$ cat src/rtl/bcd_count_pkg.sv
// Shared types and helpers for the cascaded BCD counter controller.
// Holds the FSM state type, digit constants and the chain increment model.
package bcd_count_pkg;

    localparam int unsigned BCD_W      = 4;
    localparam int unsigned MAX_DIGITS = 8;
    localparam logic [3:0]  BCD_MAX    = 4'd9;

    typedef enum logic [1:0] {
        IDLE = 2'd0,
        RUN  = 2'd1,
        HOLD = 2'd2,
        DONE = 2'd3
    } state_t;

    typedef struct packed {
        logic        wrap;
        logic [31:0] value;
    } bcd_inc_t;

    // Next value of a chain of 'digits' decades; digits above 'digits' pass through.
    function automatic bcd_inc_t bcd_inc_chain(input logic [31:0] cnt,
                                               input int unsigned digits);
        bcd_inc_t r;
        logic     carry;
        r.value = cnt;
        carry   = 1'b1;
        for (int unsigned k = 0; k < MAX_DIGITS; k++) begin
            if (k < digits && carry) begin
                if (cnt[k*BCD_W +: BCD_W] == BCD_MAX) begin
                    r.value[k*BCD_W +: BCD_W] = '0;
                end else begin
                    r.value[k*BCD_W +: BCD_W] = cnt[k*BCD_W +: BCD_W] + 4'd1;
                    carry = 1'b0;
                end
            end
        end
        r.wrap = carry;
        return r;
    endfunction

endpackage

$ cat src/rtl/bcd_digit.sv
// One decade counter digit: synchronous clear, enable-gated increment,
// terminal-count flag when the digit holds 9.
module bcd_digit
    import bcd_count_pkg::*;
(
    input  logic       clk,
    input  logic       rst,
    input  logic       en,
    input  logic       clr,
    output logic [3:0] q,
    output logic       tc
);

    always_ff @(posedge clk or posedge rst) begin
        if (rst) begin
            q <= '0;
        end else if (clr) begin
            q <= '0;
        end else if (en) begin
            q <= (q == BCD_MAX) ? 4'd0 : q + 4'd1;
        end
    end

    assign tc = (q == BCD_MAX);

endmodule

$ cat src/rtl/bcd_count_ctrl.sv
// Run/hold/clear sequencer for a chain of decade digits with a prescaled
// count tick, programmable BCD terminal value and sticky wrap flag.
module bcd_count_ctrl
    import bcd_count_pkg::*;
#(
    parameter int DIGITS   = 4,
    parameter int PRESCALE = 10
) (
    input  logic                clk,
    input  logic                rst,
    input  logic                start,
    input  logic                stop,
    input  logic                clear,
    input  logic [4*DIGITS-1:0] limit,
    output logic [4*DIGITS-1:0] count,
    output logic                busy,
    output logic                done,
    output logic                overflow
);

    localparam int PW = (PRESCALE > 1) ? $clog2(PRESCALE) : 1;
    localparam logic [PW-1:0] PMAX = PW'(PRESCALE - 1);

    state_t            state, state_nxt;
    logic [PW-1:0]     presc;
    logic [DIGITS-1:0] tc, en;
    logic              tick, carry_out, match;
    bcd_inc_t          nxt;

    assign tick = (state == RUN) && !clear && !stop && (presc == PMAX);

    always_comb begin
        en[0] = tick;
        for (int unsigned k = 1; k < DIGITS; k++) begin
            en[k] = en[k-1] & tc[k-1];
        end
    end

    assign carry_out = en[DIGITS-1] & tc[DIGITS-1];

    genvar g;
    generate
        for (g = 0; g < DIGITS; g++) begin : g_digit
            bcd_digit u_digit (
                .clk (clk),
                .rst (rst),
                .en  (en[g]),
                .clr (clear),
                .q   (count[g*4 +: 4]),
                .tc  (tc[g])
            );
        end
    endgenerate

    // The ripple carry-out of the digit chain and the chain model must agree
    // on a wrap; a limit digit above 9 can never equal a real digit.
    assign nxt   = bcd_inc_chain(32'(count), DIGITS);
    assign match = (nxt.value == 32'(limit)) && (nxt.wrap == carry_out);

    always_comb begin
        state_nxt = state;
        if (clear) begin
            state_nxt = IDLE;
        end else begin
            case (state)
                IDLE:    if (start && !stop) state_nxt = RUN;
                RUN:     if (stop) state_nxt = HOLD;
                         else if (tick && match) state_nxt = DONE;
                HOLD:    if (start && !stop) state_nxt = RUN;
                DONE:    if (start) state_nxt = RUN;
                default: state_nxt = IDLE;
            endcase
        end
    end

    always_ff @(posedge clk or posedge rst) begin
        if (rst) begin
            state    <= IDLE;
            presc    <= '0;
            busy     <= 1'b0;
            done     <= 1'b0;
            overflow <= 1'b0;
        end else begin
            state <= state_nxt;
            busy  <= (state_nxt == RUN);
            done  <= tick && match;
            if (clear) begin
                presc    <= '0;
                overflow <= 1'b0;
            end else begin
                if (state == RUN && !stop) begin
                    presc <= (presc == PMAX) ? '0 : presc + 1'b1;
                end
                if (carry_out) begin
                    overflow <= 1'b1;
                end
            end
        end
    end

endmodule
$ cat config.mk
export PLATFORM = sky130hd
export DESIGN_NAME = bcd_count_ctrl
export DESIGN_NICKNAME = d
export VERILOG_FILES = /design/src/rtl/bcd_count_pkg.sv /design/src/rtl/bcd_digit.sv /design/src/rtl/bcd_count_ctrl.sv
export SDC_FILE = /design/constraint.sdc
export NUM_CORES = 1
export LEC_CHECK = 0
export CAP_MARGIN = 40
export CORE_ASPECT_RATIO = 2
export CORE_MARGIN = 2
export CORE_UTILIZATION = 49
export CTS_BUF_LIST = sky130_fd_sc_hd__clkbuf_16
export CTS_CLUSTER_DIAMETER = 50
export DETAILED_ROUTE_END_ITERATION = 12
export PLACE_DENSITY = 0.76
export SYNTH_ARGS = -nofsm -noshare
export SYNTH_HDL_FRONTEND = slang
export SYNTH_SLANG_ARGS = --single-unit
$ cat constraint.sdc
create_clock -name clk -period 5.1 [get_ports clk]
set_input_delay 1.53 -clock clk [delete_from_list [all_inputs] [get_ports clk]]
set_output_delay 1.53 -clock clk [all_outputs]
set_load 0.02 [all_outputs]
---- After elaboration in Yosys (flattened, before gate mapping) ----
Cells that the tools add are included.
cells by class
  reductions and logical operators ........ 17
  add/subtract/negate cells ............... 5
  bitwise gates (word level) .............. 4
  eq/ne operators ......................... 11
  muxes and demuxes ....................... 33
operator list
  cell                                                 number
  2-to-1 mux 4 bit                                     18
  adder 4 x 1 -> 4 bit, second input constant          5
  equality test 4 bit, second input constant           5
  equality test 16 bit                                 1
  nonzero test 2 bit                                   6
  2-to-1 mux 2 bit                                     5
  2-to-1 mux 1 bit                                     9
  logical AND 1 bit                                    7
  case mux 2 bit (3 select lines)                      1
  bitwise AND 1 bit                                    4
  equality test 2 x 1 -> 1 bit, second input constant  2
  equality test 2 bit, second input constant           2
  zero test 1 bit                                      2
  zero test 2 bit                                      1
  OR reduction 2 bit                                   1
  equality test 1 bit                                  1
word-level totals
  register bits after elaboration ......... 25
  input port bits ......................... 21
  word-level logic and storage cells ...... 79
  output and inout bits ................... 19

---- Longest topological paths before layout ----
Gate-level depths: netlist of run 1.
  depth in word-level cells ............... 16
  depth in mapped cells ................... 10
  gate-level depth less buffers ........... 9

---- By module ----
From an unflattened synthesis of run 1, not the netlist that was laid out.
unflattened totals
  cell total of the unflattened synthesis .. 260
  area, all modules ....................... 2215.9 um^2
modules (own cells, without submodules)
  module          cells an instance  times used  area an instance (um^2)  sequential area each (um^2)
  bcd_count_ctrl  156                1           1229.9                   225.2
  bcd_digit       26                 4           246.5                    100.1

---- Worst setup path before layout of run 1 ----
Ideal clock, no wire load.
  kind .................................... input port to flip-flop
  start point ............................. input stop
  end point ............................... register busy
  buffers on the path ..................... 0
  setup time .............................. 143 ps
  cell stages on the path ................. 7
  data arrival time ....................... 3206 ps
  path slack .............................. 1751 ps
  data required time ...................... 4957 ps
  cell sequence ........................... or2_2 > or4_1 > a211oi_1 > o2111ai_1 > nor4b_1 > a41o_1 > a221oi_1
between the ends
  cells in the longest elaborated chain, start to end .. 15
  elaborated cells between the ends (all ways) .. 17
  classes of those cells .................. eq/ne (2); mux (5); bitwise (4); reduce/logical (6)
ends and longest elaborated chain
  what                               line                                                              RTL
  from (decl)                        bcd_count_ctrl.sv:12                                              input logic stop,
  zero test 1 bit                    bcd_count_ctrl.sv:30, bcd_count_ctrl.sv:66, bcd_count_ctrl.sv:69
  logical AND 1 bit (2 in a row)     bcd_count_ctrl.sv:30                                              assign tick = (state == RUN) && !clear && !stop && (presc == PMAX);
  bitwise AND 1 bit (3 in a row)     bcd_count_ctrl.sv:35                                              en[k] = en[k-1] & tc[k-1];
  bitwise AND 1 bit                  bcd_count_ctrl.sv:39                                              assign carry_out = en[DIGITS-1] & tc[DIGITS-1];
  equality test 1 bit                bcd_count_ctrl.sv:58                                              assign match = (nxt.value == 32'(limit)) && (nxt.wrap == carry_out);
  logical AND 1 bit                  bcd_count_ctrl.sv:58
  logical AND 1 bit                  bcd_count_ctrl.sv:68                                              else if (tick && match) state_nxt = DONE;
  2-to-1 mux 2 bit                   bcd_count_ctrl.sv:68
  2-to-1 mux 2 bit                   bcd_count_ctrl.sv:67                                              RUN: if (stop) state_nxt = HOLD;
  case mux 2 bit (3 select lines) *  bcd_count_ctrl.sv:65                                              case (state)
  2-to-1 mux 2 bit *                 bcd_count_ctrl.sv:62                                              if (clear) begin
  equality test 2 x 1 -> 1 bit *     bcd_count_ctrl.sv:85                                              busy <= (state_nxt == RUN);
  to (signal assigned)               bcd_count_ctrl.sv:85
  to (decl)                          bcd_count_ctrl.sv:16                                              output logic busy,
Mark *: on every way between the ends. The rest lies on a longest branch, timed or not.
A chain may end at the register's enable or synchronous reset.

---- Final worst setup path of run 1 ----
  start point ............................. input clear
  end point ............................... register busy
between the ends
  cells in the longest elaborated chain, start to end .. 16
ends and longest elaborated chain
  what                             line                  RTL
  from (decl)                      bcd_count_ctrl.sv:13  input logic clear,
  zero test 1 bit                  bcd_count_ctrl.sv:30
  logical AND 1 bit (3 in a row)   bcd_count_ctrl.sv:30
  bitwise AND 1 bit (3 in a row)   bcd_count_ctrl.sv:35
  bitwise AND 1 bit                bcd_count_ctrl.sv:39
  equality test 1 bit              bcd_count_ctrl.sv:58
  logical AND 1 bit                bcd_count_ctrl.sv:58
  logical AND 1 bit                bcd_count_ctrl.sv:68
  2-to-1 mux 2 bit                 bcd_count_ctrl.sv:68
  2-to-1 mux 2 bit                 bcd_count_ctrl.sv:67
  case mux 2 bit (3 select lines)  bcd_count_ctrl.sv:65
  2-to-1 mux 2 bit *               bcd_count_ctrl.sv:62
  equality test 2 x 1 -> 1 bit *   bcd_count_ctrl.sv:85
Marks and branches as above.

==> impl_metrics.yaml, run 1 <==
status:
  status: "finished clean"
grt:
  grt_util_met2_pct: 43.42
  grt_overflow: 0
  grt_pass1_wl_um: 8907
  track_usage_pct: 23.59
  grt_pass1_vias: 1907
  antenna_found_initial: 0
  grt_use_met1_pct: 27.98
  grt_util_met3_pct: 1.863
  busiest_layer: "met2"
  grt_max_degree: 17
floorplan:
  start_util_pct: 50.99
  die_y_um: 96.24
  coreArea_um2: 4088
  fp.dieArea_um2: 4824
  boundaryPins: 40
  die_w_um: 50.12
  row_count: 33
timing:
  hold_violations: 0
  final_max_slew_viol_count: 0
  setup_tns_ns: 0
  min_period_over_period_pct: 75.06
  period_minus_slack_ns: 3.828
  rsz0062_at_grt: "false"
  setup_viol: 0
  worst_pin_slew_ns: 0.7276
  max_freq_mhz: 261.2
  skew_ns: 0.004757
  slew_headroom_pct: 51.05
logic_synthesis:
  ys.flop_type: "dfrtp_1"
  ys_seq_elements: 25
  synth_cells: 250
  synthesis.nets: 279
  yosys-top-cells-area: "dfrtp_1 30%, o21ai_0 5.3%, ha_1 4.8%, nand2_1 4.3%, xor2_1 4.2%"
  syn-cell-area_um2: 2084
  seq_area_frac_synth_pct: 30.01
  syn_avg_cell_area_um2: 8.338
  synth_enable_flop_cells: 0
  yosys_warnings: 0
  synth_cell_types: 58
  async_reset_ff_share_pct: 100.0
  synth_top_cell_by_area: "dfrtp_1"
  yosysTopAreaCellShare_pct: 30.01
critical_path:
  r2r_cells: 8
  crit_arrival_ns: 3.93
  end_kind: "register"
  worstSetupStartpoint: "clear"
  path_max_fanout: 16
  r2r-start: "g_digit[1].u_digit.q[0]"
  path_cells: "clkdlybuf4s50_1 > or4_1 > a211oi_1 > o2111ai_1 > nor4b_1 > a41o_1 > a221oi_1"
  required_ns: 5.21
  regToRegEndpoint: "state[1]"
  critPathKind: "input port to register"
  cp_slowest_stage_delay_ns: 0.74
  worst_setup_path_start_kind: "input port"
  endpoint: "busy"
  rrSetupSlack_ns: 2.18
  slowest_stage: "or4_1"
layout:
  drive_gt1_share_pct: 3.887
  fin_area_um2: 2600
  syn2layout_area_growth_pct: 24.73
  n_antenna_cell: 0
  fillers: 368
  fin_nets: 313
run:
  maxCapViolCount: 0
pwr:
  p_int_mw: 0.3342
  power_leakage_nw: 1.043
  combPwrFrac_pct: 13.2
  clkPwrFrac_pct: 40.3
  sw_frac_of_total_pct: 23.13
  ir_worst_vdd_mv: 0.2531
  pwr-share-seq_pct: 46.4
  p_switching_mw: 0.1006
  power.density_nw_per_um2: 167.2
cts:
  root_buffer: "clkbuf_16"
  cts_tree: "yes"
  htreeDepth: 1
  cts-buffers-inserted: 3
  clk_transition_reported_paths_ns: 0.07
  cts.repair.resized: 0
  clkLatencyLatePin_ns: 0.26
  clock-sinks: 25
  clockBufferDepth: 2
  postCtsSetupBuffers: 0
  ctsHoldBuffers: 0
detailed_routing:
  post_drt_via_cell_ratio: 6.078
  drt_first_pass_iters: 4
  vias: 2036
  drc_errors: 0
  wirelength_um: 5467
  drtAntennaViolNets: 0
  wl_per_cell_um: 16.32
  drtIter0Drc: 58
place:
  dpl-instance-area_um2: 2520
  dpl.hpwl_um: 4196
  numPortBuffers: 39
  place.gp.congestion: 0.8270
worst_hold_path:
  min_path_type: "register to register"
how the worst min path moves through the flow:
stage              from  endpoint  slack (ns)  depth (start not counted)
5_1_grt        presc[2]  presc[2]        0.53                          1
3_5_place_dp   presc[3]  presc[3]        0.48                          1
6_report       presc[3]  presc[3]        0.49                          1
4_1_cts        presc[3]  presc[3]        0.49                          1
3_3_place_gp   presc[3]  presc[3]        0.47                          1
2_1_floorplan  presc[3]  presc[3]        0.45                          1
per-layer routing:
layer  up-vias  wire, µm  share of wire (%)
li1        999         -                  -
met1       978      2182                 40
met2        49      2963                 54
met3        10       168                3.1
met4         0       153                2.8
met5         -         0                  0
synthesized netlist by cell type, types with 3 or more instances:
| library cell | n |
|---|---|
| o31ai_1 | 8 |
| nor2_1 | 18 |
| nand3_1 | 7 |
| o211ai_1 | 3 |
| xor2_1 | 10 |
| o21ai_0 | 22 |
| nand2b_1 | 5 |
| nor3_1 | 5 |
| a21boi_0 | 3 |
| a21oi_1 | 8 |
| nand3b_1 | 5 |
| a211oi_1 | 4 |
| ha_1 | 8 |
| inv_1 | 13 |
| nand2_1 | 24 |
| a21o_1 | 4 |
| clkbuf_1 | 8 |
| mux2i_1 | 3 |
| and3b_1 | 3 |
| or3_1 | 5 |
| xnor2_1 | 7 |
| dfrtp_1 | 25 |
| and3_1 | 5 |
cell usage in the layout, fill, tap and decap left out, types with 4 or more instances in the layout:
master           netlist  layout
a211oi_1               4       4
nor2_1                18      18
inv_1                 13      13
a21oi_1                8       8
and3_1                 5       5
ha_1                   8       8
o31ai_1                8       8
clkdlybuf4s50_1        0      39
a21o_1                 4       4
o21ai_0               22      22
nand2b_1               5       5
nand2_1               24      24
nand3_1                7       7
or3_1                  5       5
nor3_1                 5       5
dfrtp_1               25      25
xor2_1                10      10
xnor2_1                7       7
nand3b_1               5       5
power groups by stage:
| stage | clock network (mW) | registers [mW] | logic, mW |
|---|---|---|---|
| 2_1_floorplan | 0 | 0.206 | 0.0261 |
| 3_3_place_gp | 0 | 0.206 | 0.0533 |
| 3_5_place_dp | 0 | 0.206 | 0.0569 |
| 4_1_cts | 0.182 | 0.202 | 0.0573 |
| 5_1_grt | 0.188 | 0.202 | 0.0630 |
| 6_report | 0.175 | 0.202 | 0.0575 |
state kept, by name, summed over array words and instances, names as in the netlist:
name,flops
g_digit.u_digit.q,16
presc,4
state,2
busy,1
done,1
overflow,1
cell type report:
class,instances,area [µm²],share of cell area [%]
clock buffer,3,75.07,2.887
multi-input combinational,200,1355,52.12
inverter,13,48.80,1.877
timing repair buffer,41,425.4,16.36
clock inverter,1,5.005,0.1925
tap,52,65.06,2.502
sequential,25,625.6,24.06
metrics by stage:
step                power (mW)  setup WS [ns]  utilization (%)  hold slack [ns]  instances
finish                  0.4348          1.272            63.61           0.4873        335
floorplan               0.2318          1.751                -           0.4453        250
global placement        0.2589          1.119            60.97           0.4692        330
global route            0.4525          1.118            63.61           0.5279        335
detailed placement      0.2626          1.043            61.65           0.4811        331
CTS                     0.4408          1.314            63.61           0.4904        335
cells by family (layout without fill, tap and decap cells):
logic type                 count (synthesis)  after routing  synth area share, %
and+or+nand+nor                           97             97                26.35
AOI/OAI and AO/OA                         75             75                25.27
xor gates and xnor gates                  17             17                7.143
buffers and inverters                     25             58                4.982
adders and majority gates                  8              8                4.802
muxes                                      3              3                1.441
DFF                                       25             25                30.01
critical path: cells and delay by family:
kind | cells | cell delay, ns
compound gates | 4 | 0.68
buf+inv | 1 | 0.71
simple gates | 2 | 1.01
Power figures use the tool's default switching activity.
==> run 2: changes to the inputs <==
Clock period 5.1 ns to 3.9 ns, I/O delays scaled along.
==> impl_metrics.yaml, run 2 (same netlist as run 1, synthesis figures left out) <==
pwr:
  p_total_mw: 0.5727
  p_switching_mw: 0.1348
  p_int_mw: 0.4379
  pwr-share-seq_pct: 46.1
  ir_worst_vdd_mv: 0.2258
  combPwrFrac_pct: 13.2
  power.density_nw_per_um2: 219.7
  power_leakage_nw: 1.048
  sw_frac_of_total_pct: 23.54
  clkPwrFrac_pct: 40.6
critical_path:
  required_ns: 4.04
  cp_slowest_stage_delay_ns: 0.59
  path_max_fanout: 5
  worst_path_dominant_cell_family: "simple AND/OR/NAND/NOR gates"
  critPathKind: "input port to register"
  worst_setup_path_start_kind: "input port"
  path_cells: "clkdlybuf4s50_1 > or2_2 > or4_1 > a211oi_1 > o2111ai_1 > nor4b_1 > a41o_1 > a221oi_1"
  crit_arrival_ns: 3.50
  r2r-start: "g_digit[1].u_digit.q[0]"
  slowest_stage: "or4_1"
  end_kind: "register"
  crit_cells: 8
  crit_buf_inv: 1
  worstSetupStartpoint: "stop"
  r2r_cells: 8
grt:
  grt_use_met1_pct: 26.46
  track_usage_pct: 23.16
  grt_overflow: 0
  grt_max_degree: 17
  grt_pass1_vias: 1876
  grt_util_met2_pct: 42.21
  busiest_layer: "met2"
  antenna_found_initial: 0
  grt_pass1_wl_um: 8687
  grt_util_met3_pct: 2.019
cts:
  root_buffer: "clkbuf_16"
  postCtsSetupBuffers: 0
  clockBufferDepth: 2
  cts.repair.resized: 0
  cts-buffers-inserted: 3
  htreeDepth: 1
  clock-sinks: 25
  clkLatencyLatePin_ns: 0.26
  clk_transition_reported_paths_ns: 0.07
  ctsHoldBuffers: 0
  cts_tree: "yes"
place:
  place.gp.congestion: 0.8499
  pre_cts_ws_ns: 0.3316
  dpl.hpwl_um: 4093
  numPortBuffers: 39
timing:
  min_period_over_period_pct: 86.38
  max_freq_mhz: 296.8
  worst_pin_slew_ns: 0.6992
  setup_viol: 0
  final_max_slew_viol_count: 0
  period_minus_slack_ns: 3.369
  setup_tns_ns: 0
  rsz0062_at_grt: "false"
  skew_ns: 0.005088
  hold_slack_ns: 0.5093
  slew_headroom_pct: 52.96
  setup_ws_ns: 0.5312
  hold_violations: 0
layout:
  syn2layout_area_growth_pct: 25.09
  n_antenna_cell: 0
  fin_nets: 314
  top_regs: "g_digit.u_digit.q x16, presc x4, state x2"
  drive_gt1_share_pct: 4.225
  layout_common_cells: "39 x clkdlybuf4s50_1, 25 x dfrtp_1, 24 x nand2_1"
  largest_register_ffs: 16
  top_register: "g_digit.u_digit.q"
  final_common_cell: "clkdlybuf4s50_1"
detailed_routing:
  wl_per_cell_um: 16.13
  wirelength_um: 5420
  vias: 2052
  drt_first_pass_iters: 5
  drtIter0Drc: 80
  drtAntennaViolNets: 0
  drc_errors: 0
  post_drt_via_cell_ratio: 6.107
worst_hold_path:
  hp-start: "presc[3]"
  min_path_type: "register to register"
  holdPathStages: 1
run:
  maxCapViolCount: 0
floorplan:
  start_util_pct: 50.99
  row_count: 33
  die_w_um: 50.12
  coreArea_um2: 4088
  die_y_um: 96.24
  fp.dieArea_um2: 4824
  boundaryPins: 40
status:
  status: "finished clean"
-- run 2: cell count changes in the layout (fill, tap and decap cells not counted) --
cell   change
buf_4      +1
-- run 2: layout make-up --
class / count / area (µm²)
sequential: 25 / 625.6
clock buffer: 3 / 75.07
multi-input combinational: 200 / 1355
inverter: 13 / 48.80
tap: 52 / 65.06
timing repair buffer: 42 / 432.9
fill: 344 / 1480
clock inverter: 1 / 5.005
-- run 2: routing by layer --
metal | part of all wire (%) | vias up
met5 | 0 | -
met4 | 3.4 | 0
met3 | 3.4 | 16
met2 | 53 | 62
met1 | 40 | 981
li1 | - | 993
-- run 2: power by group through the flow --
stage          Combinational, mW  Sequential [mW]  Clock, mW
3_3_place_gp              0.0708            0.269          0
6_report                  0.0757            0.264      0.233
2_1_floorplan             0.0341            0.269          0
5_1_grt                   0.0821            0.264      0.247
4_1_cts                   0.0753            0.264      0.236
3_5_place_dp              0.0749            0.269          0
-- run 2: path summary, 6_finish.rpt --
check / to / slack, ns
max in group asynchronous: g_digit[2].u_digit.q[0] / 2.23
setup / recovery: busy / 0.53
hold reg to reg: presc[3] / 0.51
hold / removal: presc[3] / 0.51
setup reg to reg: state[1] / 0.98
min in group asynchronous: g_digit[1].u_digit.q[1] / 1.22
-- run 2: metrics by stage --
step	util (%)	std cells	instance area [µm²]
detailed placement	61.83	332	2527
CTS	63.79	336	2608
finish	63.79	336	2608
global placement	61.16	331	2500
global route	63.79	336	2608
floorplan	-	250	2085
==> run 3: changes to the inputs <==
Settings changed: SKIP_CTS_REPAIR_TIMING set to 1.
==> results of run 3 <==
Same layout as run 2: the final DEF is identical, and so are final timing and power.
